File: config.mk
export PLATFORM = sky130hd
export DESIGN_NAME = truth_table_lut
export DESIGN_NICKNAME = d
export VERILOG_FILES = /design/src/rtl/truth_table_lut.sv
export SDC_FILE = /design/constraint.sdc
export NUM_CORES = 1
export LEC_CHECK = 0
export ABC_CLOCK_PERIOD_IN_PS = 2100
export CAP_MARGIN = 0
export CELL_PAD_IN_SITES_DETAIL_PLACEMENT = 1
export CELL_PAD_IN_SITES_GLOBAL_PLACEMENT = 1
export CORE_MARGIN = 8
export CORE_UTILIZATION = 30
export DETAILED_ROUTE_END_ITERATION = 10
export PLACE_DENSITY = 0.62
export SYNTH_ARGS = -nofsm -noshare
export SYNTH_HDL_FRONTEND = slang
export SYNTH_SLANG_ARGS = --single-unit
File: constraint.sdc
create_clock -name clk -period 2.1 [get_ports clk]
set_input_delay 0.42 -clock clk [delete_from_list [all_inputs] [get_ports clk]]
set_output_delay 0.42 -clock clk [all_outputs]
set_load 0.005 [all_outputs]
File: src/rtl/truth_table_lut.sv
// Reloadable N_IN-input truth table with a registered input path and a settle
// filter that only lets the output change once the looked-up value is stable.
module truth_table_lut #(
   parameter int unsigned          N_IN     = 3,
   parameter logic [2**N_IN-1:0]   RESET_TT = 8'h42,
   parameter int unsigned          SETTLE   = 4
) (
   input  logic            clk,
   input  logic            rst,
   input  logic [N_IN-1:0] in,
   input  logic            cfg_start,
   input  logic            cfg_valid,
   input  logic            cfg_bit,
   output logic            cfg_ready,
   output logic            busy,
   output logic            out,
   output logic            out_valid
);

   localparam int unsigned TW = 2**N_IN;
   localparam int unsigned CW = $clog2(TW) + 1;

   typedef enum logic {StRun, StLoad} state_e;

   state_e          state_q, state_d;
   logic [TW-1:0]   active_q, active_d;
   logic [TW-1:0]   shadow_q, shadow_d;
   logic [CW-1:0]   bit_cnt_q, bit_cnt_d;
   logic            commit;

   logic [N_IN-1:0] in_q;
   logic            raw;
   logic            cand_q;
   logic [7:0]      cnt_q;
   logic            out_q;
   logic            out_valid_q;

   // Config FSM: the final accepted bit commits on the same edge, so a
   // coincident cfg_start is simply never looked at.
   always_comb begin
      state_d   = state_q;
      active_d  = active_q;
      shadow_d  = shadow_q;
      bit_cnt_d = bit_cnt_q;
      commit    = 1'b0;
      unique case (state_q)
         StRun: begin
            if (cfg_start) begin
               state_d   = StLoad;
               bit_cnt_d = '0;
            end
         end
         StLoad: begin
            if (cfg_valid) begin
               shadow_d[bit_cnt_q[N_IN-1:0]] = cfg_bit;
               bit_cnt_d = bit_cnt_q + CW'(1);
               if (bit_cnt_q == CW'(TW - 1)) begin
                  active_d = shadow_d;
                  state_d  = StRun;
                  commit   = 1'b1;
               end
            end
         end
         default: state_d = StRun;
      endcase
   end

   always_ff @(posedge clk or posedge rst) begin
      if (rst) begin
         state_q   <= StRun;
         active_q  <= RESET_TT;
         shadow_q  <= '0;
         bit_cnt_q <= '0;
      end else begin
         state_q   <= state_d;
         active_q  <= active_d;
         shadow_q  <= shadow_d;
         bit_cnt_q <= bit_cnt_d;
      end
   end

   assign raw = active_q[in_q];

   // Settle filter; a commit restarts qualification but out keeps its old value.
   always_ff @(posedge clk or posedge rst) begin
      if (rst) begin
         in_q        <= '0;
         cand_q      <= 1'b0;
         cnt_q       <= '0;
         out_q       <= 1'b0;
         out_valid_q <= 1'b0;
      end else begin
         in_q <= in;
         if (commit) begin
            cnt_q       <= '0;
            out_valid_q <= 1'b0;
         end else if (raw != cand_q) begin
            cand_q <= raw;
            cnt_q  <= '0;
         end else if (cnt_q < 8'(SETTLE - 1)) begin
            cnt_q <= cnt_q + 8'd1;
         end else begin
            out_q       <= cand_q;
            out_valid_q <= 1'b1;
         end
      end
   end

   assign busy      = (state_q == StLoad);
   assign cfg_ready = (state_q == StLoad);
   assign out       = out_q;
   assign out_valid = out_valid_q;

endmodule

==> flow_metrics.tcl, run 1 <==
set metrics [dict create \
    status "finished, final reports clean" \
    setup_tns_ns 0 \
    syn_to_final_growth_pct 18.48 \
    max-cap-violations 0 \
    tightestPinTransition_ns 0.4544 \
    route.vias.total 1061 \
    drt-initial-drc-count 37 \
    synth_top_cell_by_area "sky130_fd_sc_hd__dfrtp_1" \
    fin_worst_hold_slack_ns 0.4741 \
    crit_path_start_kind "flip-flop" \
    clk_latency_ns 0.29 \
    crit_path_max_fanout 10 \
    die_h_um 88.67 \
    clock-sinks 35 \
    num_rows 26 \
    dp_hpwl_mm 2.376 \
    synth_seq_area_share_pct 55.45 \
    critPathMaxStageDelay_ns 0.58 \
    via_count_of_the_first_global_routing_pass 1213 \
    fmax_mhz 545.0 \
    post_cts_resize_count 0 \
    cts_hold_repair.buffers 0 \
    firstDrtPassIters 4 \
    synth_most_common_cell "sky130_fd_sc_hd__dfrtp_1" \
    slew_headroom_pct 69.71 \
    nets 163 \
    ys_async_sr_fraction_pct 100.0 \
    ys_warns 0 \
    path_buf_inv 1 \
    pin_count 12 \
    drive_gt1_share_pct 16.88 \
    dieArea_mm2 0.007861 \
    clock_tree.htree_level_count 2 \
    dpl-instance-area_mm2 0.001777 \
    class_of_the_tightest_hold_or_removal_check "reg -> reg" \
    cts_max_path_buffers 2 \
    worstPathArrival_ns 1.41 \
    timing.critical_path.max_delay_family "buffers and inverters" \
    antenna-diode-count 0 \
    grt_setup_unrepaired "false" \
    vdd_ir_drop_max_mv 0.4480 \
    place_worst_setup_slack_ns 0.02642 \
    count_of_unresolved_drc_violations_after_routing 0 \
    avgRoutedWirePerCell_um 14.76 \
    cts_tree "built" \
    grt_overall_usage_pct 9.986 \
    buffer_ports.inserted 11 \
    synth-edff-count 0 \
    layout_worst_path_cycle_share_pct 87.37 \
    pwr_density_cell_mw_per_mm2 1268 \
    pin_count_of_the_biggest_net_entering_global_routing 36 \
    power_leakage_nw 0.8374 \
    dp_cells 216 \
    dominantRegCellSynth "sky130_fd_sc_hd__dfrtp_1" \
    antenna_found_initial 0 \
    netlist_instances 139 \
    cts_inserted_buffers 5 \
    gp_weighted_congestion 0.7618 \
    cpMaxStageDelayCell "sky130_fd_sc_hd__clkdlybuf4s50_1" \
    ff2ff_setup_slack_ns 0.28 \
    core_mm2 0.005107 \
    via_per_inst 4.737 \
    start_util_pct 31.01 \
    wl_final_mm 3.306 \
    average_instance_area_after_synthesis_um2 11.40 \
    die_x_um 88.67 \
    netlist_top_cells_area "sky130_fd_sc_hd__dfrtp_1 (52%), sky130_fd_sc_hd__mux2_2 (5.7%), sky130_fd_sc_hd__nand2_1 (5.7%), sky130_fd_sc_hd__mux2i_1 (4.4%), sky130_fd_sc_hd__dfstp_2 (3.3%)" \
    globalRouteOverflowTotal 0 \
    worstPathCellList "clkdlybuf4s50_1" \
    yosys_register_bits 35 \
    grt_first_pass_wirelength_mm 5.927 \
    skew_ns 0.003585 \
    synth_cell_type_count 30 \
    postCtsSetupRepairBufs 0 \
    synth_commonest_cells "sky130_fd_sc_hd__dfrtp_1 (33), sky130_fd_sc_hd__nand2_1 (24), sky130_fd_sc_hd__mux2_2 (8)" \
    timing.final.crit_period_ns 1.835 \
    final-instance-count-excl-fill 224 \
    timing_max_transition_violations_final 0 \
    postRouteAntennaNets 0 \
    critical_path.endpoint_type "primary output" \
    layout.cell_area.non_filler_mm2 0.001877 \
    synth_nets 149 \
    crit_required_ns 1.68 \
    path_class "reg -> out" \
    timing.final.ws_setup_ns 0.2652 \
    clk_root_buffer_cell "sky130_fd_sc_hd__clkbuf_8" \
    worst_setup_hold_path_clk_slew_ns 0.07 \
    final_util_pct 36.75 \
    final-hold-violation-count 0 \
    synth_area_mm2 0.001584 \
    setup_violations 0 \
    synth.top_cell.area_share_pct 52.13 \
    total_power_mw 2.380 \
]
-- final cells by class --
cell class / count / area, um2
inverters: 3 / 11.26
well taps: 70 / 87.58
repair buffers: 16 / 147.6
multi-input cells: 92 / 651.9
fillers: 592 / 3231
flip-flops and latches: 35 / 878.3
clock buffers: 8 / 100.1
-- layout by cell type, fill, tap and decap left out, drive strengths merged, types with 5 or more instances in the layout --
cell / instances
buf: 5
clkbuf: 8
clkdlybuf4s50: 11
dfrtp: 33
mux2: 9
mux2i: 7
nand2: 24
nor2: 7
nor3: 7
nor3b: 7
o21ai: 7
-- per-layer routing --
metal / GRT usage, % / part of all wire [%] / up-vias
met2: 16.91 / 50 / 13
li1: - / - / 508
met4: 3.226 / 1.0 / 0
met3: 3.993 / 4.1 / 7
met5: 0 / 0 / -
met1: 11.09 / 45 / 533
-- cell families (layout without fill, tap and decap cells) --
kind of cell	Yosys count	after routing	synth area share (%)
AND/OR/NAND/NOR	55	55	17.30
XOR/XNOR	2	2	2.291
buffers and inverters	12	27	3.396
flip-flops	35	35	55.45
adder cells (fa/ha/maj)	2	2	1.580
multiplexers	18	18	14.38
AO/OA/AOI/OAI	15	15	5.609
-- sequential cells by signal (all words and copies together) (netlist names) --
register	count
cand_q	1
cnt_q	8
out	1
shadow_q	8
busy	1
out_valid	1
in_q	3
bit_cnt_q	4
active_q	8
-- power by group --
part / leakage (nW) / switching (mW) / total [mW] / internal [mW]
logic: 0.352 / 0.345 / 0.727 / 0.382
registers: 0.434 / 0.206 / 1.11 / 0.904
clock network: 0.0515 / 0.243 / 0.542 / 0.299
total: 0.837 / 0.794 / 2.38 / 1.59
-- final timing paths --
check	to	cells past startpoint	startpoint
max	cfg_ready	1	busy
min in group asynchronous	bit_cnt_q[2]	3	rst
max reg2reg	cnt_q[3]	4	in_q[0]
min	active_q[3]	2	shadow_q[3]
min reg2reg	active_q[3]	2	shadow_q[3]
max in group asynchronous	active_q[6]	3	rst
No activity file was read; power rests on OpenSTA's default activity.
==> run 2, diff against run 1 <==
--- a/config.mk
+++ b/config.mk
@@ -9,6 +9,7 @@
 export CAP_MARGIN = 0
 export CELL_PAD_IN_SITES_DETAIL_PLACEMENT = 1
 export CELL_PAD_IN_SITES_GLOBAL_PLACEMENT = 1
+export CORE_ASPECT_RATIO = 0.75
 export CORE_MARGIN = 8
 export CORE_UTILIZATION = 30
 export DETAILED_ROUTE_END_ITERATION = 10
==> flow_metrics.tcl, run 2 (synthesis gave the netlist of run 1 again) <==
set metrics [dict create \
    globalRouteOverflowTotal 0 \
    timing.critical_path.max_delay_family "buffers and inverters" \
    grt_setup_unrepaired "false" \
    drt-initial-drc-count 14 \
    crit_required_ns 1.68 \
    setup_violations 0 \
    area.sequential_um2 878.3 \
    timing.critical_path.from "busy" \
    dpl-instance-area_mm2 0.001790 \
    drive_gt1_share_pct 18.06 \
    grt_use_met2_pct 13.49 \
    antenna_found_initial 0 \
    most_common_cell_after_layout_fill_and_taps_aside "sky130_fd_sc_hd__dfrtp_1" \
    timing_max_transition_violations_final 0 \
    tightestPinTransition_ns 0.4355 \
    timing.final.ws_setup_ns 0.2762 \
    reg_top3 "active_q (8), cnt_q (8), shadow_q (8)" \
    cpMaxStageDelayCell "sky130_fd_sc_hd__clkdlybuf4s50_1" \
    antenna-diode-count 0 \
    pin_count 12 \
    grt_use_met3_pct 3.231 \
    cts_inserted_buffers 5 \
    timing.critical_path.depth 1 \
    place_worst_setup_slack_ns 0.04366 \
    min-delay-start "active_q[1]" \
    postRouteAntennaNets 0 \
    cts_hold_repair.buffers 0 \
    critical_path.endpoint_type "primary output" \
    core_mm2 0.005209 \
    path_buf_inv 1 \
    grt.met1_usage_pct 12.20 \
    grt_busiest_layer "met2" \
    dp_hpwl_mm 2.317 \
    grt_first_pass_wirelength_mm 5.630 \
    num_rows 23 \
    slew_headroom_pct 70.97 \
    crit_path_start_kind "flip-flop" \
    firstDrtPassIters 4 \
    count_of_unresolved_drc_violations_after_routing 0 \
    post_cts_resize_count 0 \
    dp_cells 222 \
    ff2ff_setup_slack_ns 0.32 \
    final-hold-violation-count 0 \
    max-cap-violations 0 \
    setup_tns_ns 0 \
    cts_tree "built" \
    path_class "reg -> out" \
    die_x_um 99.91 \
    crit_path_max_fanout 10 \
    via_count_of_the_first_global_routing_pass 1115 \
    gp_weighted_congestion 0.7001 \
    pwr_density_cell_mw_per_mm2 1246 \
    dieArea_mm2 0.007886 \
    buffer_ports.inserted 11 \
    fillers 589 \
    class_of_the_tightest_hold_or_removal_check "reg -> reg" \
    status "finished, final reports clean" \
    power_leakage_nw 0.8378 \
    syn_to_final_growth_pct 18.33 \
    layout_worst_path_cycle_share_pct 86.85 \
    worstPathArrival_ns 1.40 \
    cts_max_path_buffers 2 \
    pin_count_of_the_biggest_net_entering_global_routing 36 \
    clk_latency_ns 0.28 \
    clock_tree.htree_level_count 2 \
    wl_final_mm 3.197 \
    postCtsSetupRepairBufs 0 \
    layout.cell_area.non_filler_mm2 0.001874 \
    fmax_mhz 548.3 \
    total_power_mw 2.335 \
    worst_r2r_startpoint "in_q[0]" \
    skew_ns 0.006736 \
    worstPathCellList "clkdlybuf4s50_1" \
    timing.final.crit_period_ns 1.824 \
    start_util_pct 30.41 \
    vdd_ir_drop_max_mv 0.4848 \
    die_h_um 78.93 \
    nets 164 \
    avgRoutedWirePerCell_um 13.90 \
    worst_setup_hold_path_clk_slew_ns 0.07 \
    critPathMaxStageDelay_ns 0.57 \
    clk_root_buffer_cell "sky130_fd_sc_hd__clkbuf_8" \
    clock-sinks 35 \
    min_path_cells 2 \
    final-instance-count-excl-fill 230 \
    via_per_inst 4.478 \
    grt_overall_usage_pct 9.179 \
    reg2regPathDepth 4 \
    multi_input_comb_area_um2 651.9 \
    route.vias.total 1030 \
    layout.cells.most_common_list "sky130_fd_sc_hd__dfrtp_1 (33), sky130_fd_sc_hd__nand2_1 (24), sky130_fd_sc_hd__clkdlybuf4s50_1 (11)" \
]
run 2: final timing paths:
check,end
worst max-delay path,cfg_ready
worst min-delay path,active_q[1]
worst max register to register,cnt_q[7]
worst min register to register,active_q[1]
max in group asynchronous,active_q[6]
min in group asynchronous,active_q[5]
run 2: per-stage QoR:
step	hold WS (ns)	utilization [%]
after floorplan	0.4348	-
after global placement	0.4546	34.37
after detailed placement	0.4582	34.37
after CTS	0.4706	35.98
after global routing	0.5084	35.98
final	0.4661	35.98
run 2: routing by layer:
| layer | vias up | routed length, um | part of all wire (%) |
|---|---|---|---|
| met4 | 0 | 29 | 0.91 |
| li1 | 506 | - | - |
| met1 | 506 | 1666 | 52 |
| met2 | 14 | 1347 | 42 |
| met3 | 4 | 154 | 4.8 |
| met5 | - | 0 | 0 |
run 2: report_power, final:
part,switching (mW),internal [mW]
Sequential,0.155,0.905
Clock,0.250,0.227
Combinational,0.396,0.403
Total,0.800,1.53
run 2: area by class of cell:
| class | count | area share [%] |
|---|---|---|
| sequential | 35 | 46.86 |
| multi-input combinational | 92 | 34.78 |
| timing repair buffer | 17 | 8.278 |
| tap | 75 | 5.007 |
| clock buffer | 5 | 3.672 |
| clock inverter | 3 | 0.8011 |
| inverter | 3 | 0.6008 |
